==> src/rtl/decode_stage.sv <==
// ---------------------------------------------------------------------------
// decode_stage : registered RV32I decoder with a valid/ready entry FIFO
// Rev 1.0
// ---------------------------------------------------------------------------
`default_nettype none

module decode_stage #(
   parameter int XLEN     = 32,
   parameter int PC_WIDTH = 32,
   parameter int DEPTH    = 2,
   localparam int CNT_W   = $clog2(DEPTH + 1)
) (
   input  logic                i_clk,
   input  logic                i_rst,
   input  logic                i_flush,
   input  logic                i_valid,
   output logic                o_ready,
   input  logic [31:0]         i_instruction,
   input  logic [PC_WIDTH-1:0] i_pc,
   output logic                o_valid,
   input  logic                i_ready,
   output logic [PC_WIDTH-1:0] o_pc,
   output logic [6:0]          o_opcode,
   output logic [4:0]          o_rd,
   output logic [2:0]          o_funct3,
   output logic [4:0]          o_rs1,
   output logic [4:0]          o_rs2,
   output logic [6:0]          o_funct7,
   output logic [XLEN-1:0]     o_imm,
   output logic [2:0]          o_fmt,
   output logic                o_illegal,
   output logic [CNT_W-1:0]    o_count
);

   localparam int PTR_W = (DEPTH > 1) ? $clog2(DEPTH) : 1;

   localparam logic [6:0] c_OPC_LUI    = 7'b0110111;
   localparam logic [6:0] c_OPC_AUIPC  = 7'b0010111;
   localparam logic [6:0] c_OPC_JAL    = 7'b1101111;
   localparam logic [6:0] c_OPC_JALR   = 7'b1100111;
   localparam logic [6:0] c_OPC_BRANCH = 7'b1100011;
   localparam logic [6:0] c_OPC_LOAD   = 7'b0000011;
   localparam logic [6:0] c_OPC_STORE  = 7'b0100011;
   localparam logic [6:0] c_OPC_OPIMM  = 7'b0010011;
   localparam logic [6:0] c_OPC_OP     = 7'b0110011;
   localparam logic [6:0] c_OPC_MISC   = 7'b0001111;
   localparam logic [6:0] c_OPC_SYSTEM = 7'b1110011;

   localparam logic [2:0] c_FMT_R    = 3'd0;
   localparam logic [2:0] c_FMT_I    = 3'd1;
   localparam logic [2:0] c_FMT_S    = 3'd2;
   localparam logic [2:0] c_FMT_B    = 3'd3;
   localparam logic [2:0] c_FMT_U    = 3'd4;
   localparam logic [2:0] c_FMT_J    = 3'd5;
   localparam logic [2:0] c_FMT_NONE = 3'd6;

   localparam logic [6:0] c_F7_BASE = 7'b0000000;
   localparam logic [6:0] c_F7_ALT  = 7'b0100000;

   // ---------------------------------------------------------------- decode
   logic [6:0]      w_opc;
   logic [2:0]      w_f3;
   logic [6:0]      w_f7;
   logic [2:0]      w_fmt;
   logic            w_ill;
   logic [31:0]     w_imm32;
   logic [XLEN-1:0] w_imm;

   assign w_opc = i_instruction[6:0];
   assign w_f3  = i_instruction[14:12];
   assign w_f7  = i_instruction[31:25];

   always_comb begin
      w_fmt = c_FMT_NONE;
      w_ill = 1'b0;
      case (w_opc)
         c_OPC_LUI, c_OPC_AUIPC: w_fmt = c_FMT_U;
         c_OPC_JAL:              w_fmt = c_FMT_J;
         c_OPC_JALR: begin
            w_fmt = c_FMT_I;
            w_ill = (w_f3 != 3'b000);
         end
         c_OPC_BRANCH: begin
            w_fmt = c_FMT_B;
            w_ill = (w_f3 == 3'b010) || (w_f3 == 3'b011);
         end
         c_OPC_LOAD: begin
            w_fmt = c_FMT_I;
            w_ill = (w_f3 == 3'b011) || (w_f3 == 3'b110) || (w_f3 == 3'b111);
         end
         c_OPC_STORE: begin
            w_fmt = c_FMT_S;
            w_ill = (w_f3 >= 3'b011);
         end
         c_OPC_OPIMM: begin
            w_fmt = c_FMT_I;
            if (w_f3 == 3'b001)
               w_ill = (w_f7 != c_F7_BASE);
            else if (w_f3 == 3'b101)
               w_ill = (w_f7 != c_F7_BASE) && (w_f7 != c_F7_ALT);
         end
         c_OPC_OP: begin
            w_fmt = c_FMT_R;
            if (w_f7 == c_F7_ALT)
               w_ill = (w_f3 != 3'b000) && (w_f3 != 3'b101);
            else
               w_ill = (w_f7 != c_F7_BASE);
         end
         c_OPC_MISC, c_OPC_SYSTEM: w_fmt = c_FMT_I;
         default: w_ill = 1'b1;
      endcase
      if (w_ill)
         w_fmt = c_FMT_NONE;
   end

   always_comb begin
      w_imm32 = 32'd0;
      case (w_fmt)
         c_FMT_I: w_imm32 = {{20{i_instruction[31]}}, i_instruction[31:20]};
         c_FMT_S: w_imm32 = {{20{i_instruction[31]}}, i_instruction[31:25],
                             i_instruction[11:7]};
         c_FMT_B: w_imm32 = {{19{i_instruction[31]}}, i_instruction[31],
                             i_instruction[7], i_instruction[30:25],
                             i_instruction[11:8], 1'b0};
         c_FMT_U: w_imm32 = {i_instruction[31:12], 12'd0};
         c_FMT_J: w_imm32 = {{11{i_instruction[31]}}, i_instruction[31],
                             i_instruction[19:12], i_instruction[20],
                             i_instruction[30:21], 1'b0};
         default: w_imm32 = 32'd0;
      endcase
   end

   // Sign-extend the 32-bit immediate to the full datapath width.
   always_comb begin
      w_imm       = {XLEN{w_imm32[31]}};
      w_imm[31:0] = w_imm32;
   end

   // ------------------------------------------------------------ entry FIFO
   logic [PC_WIDTH-1:0] mem_pc_q  [DEPTH];
   logic [31:0]         mem_ins_q [DEPTH];
   logic [XLEN-1:0]     mem_imm_q [DEPTH];
   logic [2:0]          mem_fmt_q [DEPTH];
   logic                mem_ill_q [DEPTH];

   logic [PTR_W-1:0] wr_ptr_q, wr_ptr_d;
   logic [PTR_W-1:0] rd_ptr_q, rd_ptr_d;
   logic [CNT_W-1:0] count_q,  count_d;
   logic             w_clear;
   logic             w_ready;
   logic             w_valid;
   logic             w_push;
   logic             w_pop;

   assign w_clear = i_rst || i_flush;
   assign w_ready = (count_q < CNT_W'(DEPTH));
   assign w_valid = (count_q != '0);
   assign w_push  = i_valid && w_ready;
   assign w_pop   = w_valid && i_ready;

   always_comb begin
      wr_ptr_d = wr_ptr_q;
      rd_ptr_d = rd_ptr_q;
      count_d  = count_q;
      if (w_push)
         wr_ptr_d = (wr_ptr_q == PTR_W'(DEPTH - 1)) ? '0 : wr_ptr_q + PTR_W'(1);
      if (w_pop)
         rd_ptr_d = (rd_ptr_q == PTR_W'(DEPTH - 1)) ? '0 : rd_ptr_q + PTR_W'(1);
      if (w_push && !w_pop)
         count_d = count_q + CNT_W'(1);
      else if (w_pop && !w_push)
         count_d = count_q - CNT_W'(1);
      // Clearing wins over any same-cycle push or pop.
      if (w_clear) begin
         wr_ptr_d = '0;
         rd_ptr_d = '0;
         count_d  = '0;
      end
   end

   always_ff @(posedge i_clk) begin
      wr_ptr_q <= wr_ptr_d;
      rd_ptr_q <= rd_ptr_d;
      count_q  <= count_d;
   end

   always_ff @(posedge i_clk) begin
      if (w_push && !w_clear) begin
         mem_pc_q[wr_ptr_q]  <= i_pc;
         mem_ins_q[wr_ptr_q] <= i_instruction;
         mem_imm_q[wr_ptr_q] <= w_imm;
         mem_fmt_q[wr_ptr_q] <= w_fmt;
         mem_ill_q[wr_ptr_q] <= w_ill;
      end
   end

   // --------------------------------------------------------------- outputs
   logic [31:0] w_head_ins;

   assign w_head_ins = w_valid ? mem_ins_q[rd_ptr_q] : 32'd0;

   assign o_ready   = w_ready;
   assign o_valid   = w_valid;
   assign o_count   = count_q;
   assign o_pc      = w_valid ? mem_pc_q[rd_ptr_q]  : '0;
   assign o_imm     = w_valid ? mem_imm_q[rd_ptr_q] : '0;
   assign o_fmt     = w_valid ? mem_fmt_q[rd_ptr_q] : 3'd0;
   assign o_illegal = w_valid ? mem_ill_q[rd_ptr_q] : 1'b0;
   assign o_opcode  = w_head_ins[6:0];
   assign o_rd      = w_head_ins[11:7];
   assign o_funct3  = w_head_ins[14:12];
   assign o_rs1     = w_head_ins[19:15];
   assign o_rs2     = w_head_ins[24:20];
   assign o_funct7  = w_head_ins[31:25];

endmodule

`default_nettype wire

==> config.mk <==
export PLATFORM = sky130hd
export DESIGN_NAME = decode_stage
export DESIGN_NICKNAME = d
export VERILOG_FILES = /design/src/rtl/decode_stage.sv
export SDC_FILE = /design/constraint.sdc
export NUM_CORES = 1
export LEC_CHECK = 0
export BUFFER_PORTS_ARGS = -buffer_cell sky130_fd_sc_hd__clkbuf_2
export CORE_ASPECT_RATIO = 1.4
export CORE_MARGIN = 1
export CORE_UTILIZATION = 30
export CTS_CLUSTER_SIZE = 40
export DETAILED_ROUTE_END_ITERATION = 6
export PLACE_DENSITY = 0.48
export SLEW_MARGIN = 20
export SYNTH_ARGS = -nofsm -noshare
export SYNTH_HDL_FRONTEND = slang
export SYNTH_SLANG_ARGS = --single-unit
==> constraint.sdc <==
create_clock -name i_clk -period 11.2 [get_ports i_clk]
set_clock_uncertainty 0.15 [all_clocks]
set_input_delay 2.8 -clock i_clk [delete_from_list [all_inputs] [get_ports i_clk]]
set_output_delay 2.8 -clock i_clk [all_outputs]
set_load 0.05 [all_outputs]
== Word level (Yosys, flattened, before mapping) ==
Memory sizes are Yosys's and may differ from the RTL's. A register that Yosys moved wholly into a read port is not among the register bits.
Index checks and enable logic that the tools add are counted.

* Memories kept: 5
* Logic and storage cells: 88
* Output and inout bits: 104
* Memory bits (writable): 200
* Flip-flop bits (word level): 4

{| class="wikitable"
|+ Memories
! name !! words !! width !! read ports !! clocked after memory_dff !! wr ports !! line !! RTL
|-
| mem_imm_q || 2 || 32 || 1 || 1 || 1 || 142 || <nowiki>logic [XLEN-1:0] mem_imm_q [DEPTH];</nowiki>
|-
| mem_ins_q || 2 || 32 || 1 || 1 || 1 || 141 || <nowiki>logic [31:0] mem_ins_q [DEPTH];</nowiki>
|-
| mem_pc_q || 2 || 32 || 1 || 1 || 1 || 140 || <nowiki>logic [PC_WIDTH-1:0] mem_pc_q [DEPTH];</nowiki>
|-
| mem_fmt_q || 2 || 3 || 1 || 1 || 1 || 143 || <nowiki>logic [2:0] mem_fmt_q [DEPTH];</nowiki>
|-
| mem_ill_q || 2 || 1 || 1 || 1 || 1 || 144 || <nowiki>logic mem_ill_q [DEPTH];</nowiki>
|}

* Mux-type cells: 28
* $add $sub $neg: 4
* Reductions and logical operators: 21
* Eq/ne operators: 25
* Magnitude comparators: 2

{| class="wikitable"
|+ Operators by type and width
! cell !! count
|-
| 32-bit one-hot mux with 5 select lines || 1
|-
| 32-bit two-way mux || 3
|-
| 7-bit by 6-bit equality test with 1-bit output (second input constant) || 4
|-
| 7-bit equality test (second input constant) || 4
|-
| 1-bit two-way mux || 18
|-
| 3-bit one-hot mux with 6 select lines || 1
|-
| 3-bit equality test (second input constant) || 5
|-
| 7-bit by 5-bit equality test with 1-bit output (second input constant) || 2
|-
| 3-bit by 2-bit equality test with 1-bit output (second input constant) || 4
|-
| 5-bit OR reduction || 2
|-
| 7-bit by 2-bit equality test with 1-bit output (second input constant) || 1
|-
| 7-bit by 4-bit equality test with 1-bit output (second input constant) || 1
|-
| 1-bit logical AND || 7
|-
| 7-bit by 6-bit inequality test with 1-bit output (second input constant) || 1
|-
| 1-bit one-hot mux with 7 select lines || 1
|-
| 7-bit nonzero test || 1
|-
| 3-bit by 1-bit equality test with 1-bit output (second input constant) || 2
|-
| 3-bit two-way mux || 2
|-
| 1-bit logical OR || 4
|-
| 2-bit two-way mux || 2
|-
| 2-bit nonzero test || 2
|-
| 3-bit by 2-bit greater-or-equal comparator with 1-bit output (second input constant) || 1
|-
| 1-bit logical NOT || 3
|-
| 3-bit inequality test (second input constant) || 1
|-
| other kinds (6) || 7
|}

== Longest topological paths before layout ==
Gate-level depths: netlist of run 1.

* Word-level depth: 8
* Mapped depth: 8

== Least setup slack after synthesis of run 1 ==
Ideal clock, no wire load.

* Path kind: input port to flip-flop
* Start: in i_valid
* End: mem mem_fmt_q[0][0], enable pin
* Slack: 3.211 ns
* Stages: 3
* Required time: 10.491 ns
* Data arrival time: 7.280 ns
* Path buffers: 0
* Path through: nor2b_1 -> nand2_1 -> nor2_1

* Cells in the longest elaborated chain, start to end: 4

{| class="wikitable"
|+ Ends and longest elaborated chain
! item !! line !! RTL
|-
| from (decl) || 16 || <nowiki>input logic i_valid,</nowiki>
|-
| 1-bit logical AND || 158 || <nowiki>assign w_push = i_valid && w_ready;</nowiki>
|-
| 1-bit logical AND || 188 || <nowiki>if (w_push && !w_clear) begin</nowiki>
|-
| 1-bit two-way mux || 188 ||
|-
| 1-bit two-way mux (not written as such) || 192 || <nowiki>mem_fmt_q[wr_ptr_q] <= w_fmt;</nowiki>
|-
| to (decl) || 143 ||
|}

Every way passes these cells.

==> results of run 1 <==
==> worst max-delay path: cells and delay by family (launching register included) <==
kind          cells  cell delay, ns
flops             1            0.88
mux               1            0.26
simple gates      1            0.18
buf+inv           2            1.23
==> registers in the layout, summed over array words and instances (netlist names), named ones only <==
name / count
mem_fmt_q: 6
mem_ill_q: 2
mem_imm_q: 64
mem_ins_q: 64
mem_pc_q: 64
o_count: 2
rd_ptr_q: 1
wr_ptr_q: 1
==> how the worst max path moves through the flow <==
stage | startpoint | to | depth (start not counted) | slack [ns]
2_1_floorplan | i_valid | mem_fmt_q[0][0] | 3 | 3.21
3_5_place_dp | flop | o_illegal | 4 | 5.59
4_1_cts | flop | o_illegal | 4 | 5.05
3_3_place_gp | flop | o_illegal | 4 | 5.63
6_report | flop | o_fmt[2] | 4 | 5.18
5_1_grt | flop | o_illegal | 4 | 4.97
==> layout make-up <==
class	count	area share, %
inverter	11	0.395
clock buffer	23	5.10
timing repair buffer	178	8.70
multi-input combinational	323	21.6
clock inverter	15	1.33
sequential	205	58.4
tap	370	4.43
==> Yosys cell counts (4+ instances only) <==
master	count
edfxtp_1	200
nor2_1	113
mux2i_1	100
clkbuf_1	18
a211o_1	11
a21o_1	10
and3_1	9
inv_1	9
nand2_1	9
nor3_1	9
a21oi_1	7
buf_1	7
nand3_1	7
dfxtp_1	5
xor2_1	5
a22oi_1	4
==> kinds of logic (layout without fill, tap and decap cells) <==
logic type | Yosys count | count (layout) | share of synthesized area, %
flip-flops | 205 | 205 | 71.5
multiplexers | 100 | 100 | 11.7
AND/OR/NAND/NOR | 168 | 168 | 9.12
buffers and inverters | 42 | 227 | 2.18
adder cells (fa/ha/maj) | 1 | 1 | 0.147
XOR/XNOR | 7 | 7 | 0.718
AO/OA/AOI/OAI | 47 | 47 | 4.57
==> per-layer routing <==
metal  track usage [%]  up-vias  routed length [um]
met4              4.44        0                 498
met3              2.69       30                1300
met5                 0        -                   0
met1              16.3     2572                8220
li1                  -     2460                   -
met2              24.5      168               10200
==> metrics by stage <==
| stage | cell area [sq um] | util [%] | cells | hold slack [ns] | setup WS (ns) |
|---|---|---|---|---|---|
| after floorplan | 8540 | - | 570 | 0.370 | 3.21 |
| after global placement | 9780 | 35.1 | 1087 | 0.399 | 5.63 |
| after detailed placement | 9780 | 35.1 | 1087 | 0.412 | 5.59 |
| after CTS | 10500 | 37.6 | 1125 | 0.427 | 5.05 |
| after global routing | 10500 | 37.6 | 1125 | 0.471 | 4.97 |
| final | 10500 | 37.6 | 1125 | 0.418 | 5.18 |
==> report_power, final <==
part	switching (mW)	internal [mW]
combinational	0.229	0.0636
clock	0.284	0.393
sequential	0.00824	0.857
total	0.521	1.31
==> results.yml, run 1 <==
run_status:
  status: "complete, no violations"
drt:
  drt_iter0_markers: 308
  num_vias: 5230
  first_pass_iters: 4
  routed_via_density: 4.65
  drc_errors: 0
  wl_mm: 20.2
  final_antenna_net_count: 0
  wl_per_cell_um: 18.0
yosys:
  ys_seq_area_share_pct: 71.5
  yosys_register_bits: 205
  ys.flop_type: "edfxtp_1"
  syn_area_sq_um: 8540
  synth_area_leaders: "edfxtp_1, mux2i_1, nor2_1, dfxtp_1, a211o_1"
  syn_inst: 570
  syn-num-nets: 640
  avgSynthCellArea_sq_um: 15.0
  synth_edf_count: 200
  async_flop_share_pct: 0
  ys_warn_count: 0
  yosys.area.top_type: "edfxtp_1"
  ys_types: 48
  synthDominantCellAreaShare_pct: 70.4
place:
  place.gp.congestion: 0.818
  dp_hpwl_mm: 13.3
  port_buffers: 172
power:
  power_density_nw_per_um2: 175
  power_mw: 1.84
  leakage_nw: 3.89
  peakVddDrop_mv: 0.0724
cts:
  post_cts_buffers: 0
  ctsHtreeMaxLevel: 1
  cts_buffers: 21
  cts_tree: "yes"
  cts_resized: 0
  cts_max_path_buffers: 3
  clk_latency_ns: 0.49
  clockRootBuffer: "clkbuf_16"
  clock-sinks: 205
  postCtsHoldBufs: 0
  clk_pin_slew_worst_paths_ns: 0.06
sta:
  fmax_mhz: 166
  layout_min_cycle_time_ns: 6.02
  setup_tns_ns: 0
  hold_viol_final: 0
  timing.slew.headroom_pct: 32.6
  drv_slew: 0
  grt_setup_unrepaired: "false"
  worst_pin_slew_ns: 1.01
  finalSetupViolCount: 0
  period_share_pct: 53.8
worst_setup_path:
  slowest_delay_ns: 0.92
  crit_arrival_ns: 3.07
  reg2reg_depth: 5
  crit_slowest_cell: "buf_4"
  r2r_slack_ns: 8.43
  rr_endpoint: "mem_ins_q[0][27]"
  worstSetupPathType: "reg -> out"
  worst-path-max-fanout: 58
  cp_data_required_time_ns: 8.25
  crit_path_start_kind: "flop"
  reg2reg_from: "o_count[1]"
  cp-end-kind: "output pin"
  crit_chain: "buf_4, mux2i_1, nor2_1, clkbuf_2"
global_route:
  gr-usage-all-layers_pct: 13.7
  grt_max_degree: 80
  grt_pass1_vias: 5461
  grt_antenna_before_repair: 0
  overflow: 0
  grt_pass1_wl_mm: 30.4
finish:
  ff_latch_area_sq_um: 6110
  diodes: 0
  drive_above_1_share_pct: 30.1
  fill_cells: 2646
  area_growth_pct: 22.5
  multi_input_area_sq_um: 2260
  fin_nets: 810
  layout_commonest_cell: "edfxtp_1"
  final_cell_mix: "edfxtp_1, clkbuf_2, nor2_1, mux2i_1, clkbuf_16"
run:
  maxCapViolCount: 0
floorplan:
  ios: 173
  die-area_sq_um: 29100
  fp.dieW_um: 145
  die_h_um: 202
  start_util_pct: 30.7
  rows: 72
  design.core.area_sq_um: 27800
worst_hold_path:
  hold_start: "rd_ptr_q"
  hold_class: "reg -> reg"
  min_path_cells: 2
Note: power is estimated with default switching activity, not from simulation.
==> inputs of run 2 (changes only) <==
- ABC_AREA: not set -> 1
- clock period: 11.2 -> 6 ns (I/O delays scaled with it)
==> run 2 against run 1 <==
Register-to-register slack got worse by 4.8 ns. Synthesized area decreased by 0.12%. Hold slack got worse by 0.099 ns. First-iteration DRC count decreased by 25%. Critical path depth unchanged. Sequential share of layout area decreased by 0.58 points. Core utilization increased by 0.50 points. Die area decreased by 0.12%. Critical path type unchanged. Critical endpoint is now o_imm[31].
==> results.yml, run 2 <==
run_status:
  status: "complete, no violations"
cts:
  clockRootBuffer: "clkbuf_16"
  clk_latency_ns: 0.51
  clk_pin_slew_worst_paths_ns: 0.06
  cts_tree: "yes"
  cts_resized: 0
  postCtsHoldBufs: 0
  clock-sinks: 205
  cts_buffers: 22
  ctsHtreeMaxLevel: 1
  cts_max_path_buffers: 3
  post_cts_buffers: 0
finish:
  finish.instance_area_sq_um: 10600
  fill_cells: 2758
  top_regs: "mem_imm_q: 64 flops, mem_ins_q: 64 flops, mem_pc_q: 64 flops"
  area_growth_pct: 23.9
  multi_input_area_sq_um: 2170
  diodes: 0
  layout_commonest_cell: "nand2_1"
  drive_above_1_share_pct: 28.5
  stdcell_count: 1287
  fin_util_pct: 38.1
  ff_latch_area_sq_um: 6110
  fin_nets: 971
  final_cell_mix: "nand2_1, edfxtp_1, clkbuf_2, a21oi_1"
power:
  power_mw: 3.42
  leakage_nw: 4.17
  pwr-share-comb_pct: 11.3
  peakVddDrop_mv: 0.200
  p_int_mw: 2.55
  p_seq_share_pct: 47.0
  p_switching_uw: 868
  power_switching_share_pct: 25.4
  power_density_nw_per_um2: 324
  clkPwrFrac_pct: 41.7
sta:
  period_share_pct: 72.2
  finalSetupViolCount: 0
  worst_pin_slew_ns: 1.07
  grt_setup_unrepaired: "false"
  timing.final.ws_setup_ns: 1.67
  hold_viol_final: 0
  setup_tns_ns: 0
  drv_slew: 0
  fmax_mhz: 231
  timing.slew.headroom_pct: 29.0
  layout_min_cycle_time_ns: 4.33
  hold_slack_ns: 0.319
yosys:
  ys_warn_count: 0
  syn-num-nets: 806
  synthXorXnorAreaFrac_pct: 0
  synth.most_common_cell: "nand2_1"
  synthDominantCellAreaShare_pct: 70.4
  synth_compound_area_share_pct: 7.22
  synthTopCellsByCount: "nand2_1, edfxtp_1, a21oi_1, clkbuf_1"
  synthAdderAreaFrac_pct: 0.147
  synth_top_family_by_area: "simple AND/OR/NAND/NOR gates"
  ys_types: 28
  synth-simple-area-share_pct: 17.8
  yosys_register_bits: 205
  synth_area_leaders: "edfxtp_1, nand2_1, a21oi_1, clkbuf_1, nand3_2"
  avgSynthCellArea_sq_um: 11.6
  yosys.area.top_type: "edfxtp_1"
  synth_edf_count: 200
  syn_area_sq_um: 8530
  ys.flop_type: "edfxtp_1"
  synthMuxAreaShare_pct: 0
  ys_seq_area_share_pct: 71.6
  syn_inst: 736
  async_flop_share_pct: 0
global_route:
  grt_pass1_wl_mm: 32.5
  grt_antenna_before_repair: 0
  grt_max_degree: 87
  overflow: 0
  gr-usage-all-layers_pct: 15.0
  grt_pass1_vias: 5685
worst_setup_path:
  crit_path_start_kind: "flop"
  cp_data_required_time_ns: 4.35
  reg2reg_depth: 4
  rr_endpoint: "mem_ins_q[1][6]"
  reg2reg_from: "o_count[1]"
  crit_buf_inv: 2
  worst-path-max-fanout: 74
  cp-end-kind: "output pin"
  crit_end: "o_imm[31]"
  r2r_slack_ns: 3.66
  worstSetupPathType: "reg -> out"
  crit_chain: "buf_4, nand2_1, a21oi_1, clkbuf_2"
  crit_slowest_cell: "buf_4"
  slowest_delay_ns: 0.77
  crit_cells: 4
  cpLargestDelayFamily: "buffers and inverters"
  crit_arrival_ns: 2.68
worst_hold_path:
  hold_class: "reg -> reg"
drt:
  num_vias: 5826
  drc_errors: 0
  wl_per_cell_um: 17.0
  drt_iter0_markers: 232
  wl_mm: 21.9
  final_antenna_net_count: 0
  routed_via_density: 4.53
  first_pass_iters: 4
place:
  port_buffers: 172
  placed_area_sq_um: 9800
  dp_hpwl_mm: 13.9
  dpl.cell_count: 1247
  pre_cts_slack_ns: 1.82
  place.gp.congestion: 0.787
floorplan:
  rows: 72
  fp.dieW_um: 144
  die-area_sq_um: 29100
  start_util_pct: 30.7
  ios: 173
  design.core.area_sq_um: 27700
  die_h_um: 201
run:
  maxCapViolCount: 0
==> run 2: cell count changes in the layout (fill, tap and decap cells not counted), moves of 14 or more <==
cell     before  now
inv_1         9   23
a21oi_1       7  108
mux2i_1     100    0
nor2_1      111   17
nand3_1       7   23
nand2_1       9  259
==> run 2: power by group through the flow <==
stage / clock (mW) / sequential (mW) / combinational [mW]
5_1_grt: 1.52 / 1.61 / 0.415
3_3_place_gp: 0 / 1.64 / 0.393
3_5_place_dp: 0 / 1.64 / 0.394
4_1_cts: 1.47 / 1.61 / 0.395
2_1_floorplan: 0 / 1.64 / 0.262
6_report: 1.43 / 1.61 / 0.386
==> run 2: cells by family after synthesis <==
logic type               Yosys count
AND/OR/NAND/NOR                  344
flip-flops                       205
AO/OA/AOI/OAI                    119
buffers and inverters             67
adder cells (fa/ha/maj)            1
==> run 2: worst min path at each step <==
| stage | from | to | slack [ns] | cells after the start |
|---|---|---|---|---|
| 2_1_floorplan | wr_ptr_q | wr_ptr_q | 0.30 | 2 |
| 3_3_place_gp | wr_ptr_q | wr_ptr_q | 0.31 | 2 |
| 3_5_place_dp | wr_ptr_q | wr_ptr_q | 0.31 | 2 |
| 4_1_cts | wr_ptr_q | wr_ptr_q | 0.32 | 2 |
| 5_1_grt | wr_ptr_q | wr_ptr_q | 0.37 | 2 |
| 6_report | wr_ptr_q | wr_ptr_q | 0.32 | 2 |
==> run 2: routing by layer <==
layer,wire (um),GRT usage [%],up-vias
li1,-,-,2863
met5,0,0,-
met3,1190,2.83,39
met4,676,5.79,0
met1,8690,17.2,2778
met2,11400,27.0,146
==> run 2: final cells by class <==
class                   instances  area share (%)
flip-flops and latches        205            57.8
multi-input cells             464            20.6
repair buffers                179            8.88
clock buffers                  28            5.63
well taps                     370            4.38
clock inverters                12            1.60
inverters                      29            1.10
==> run 2: worst reg2reg max path, cell delays in order, from the launching register on <==
cell and delay (ns):
dfxtp_1 0.36, inv_1 0.09, nand2_1 0.12, nor3_4 0.68, buf_12 0.49
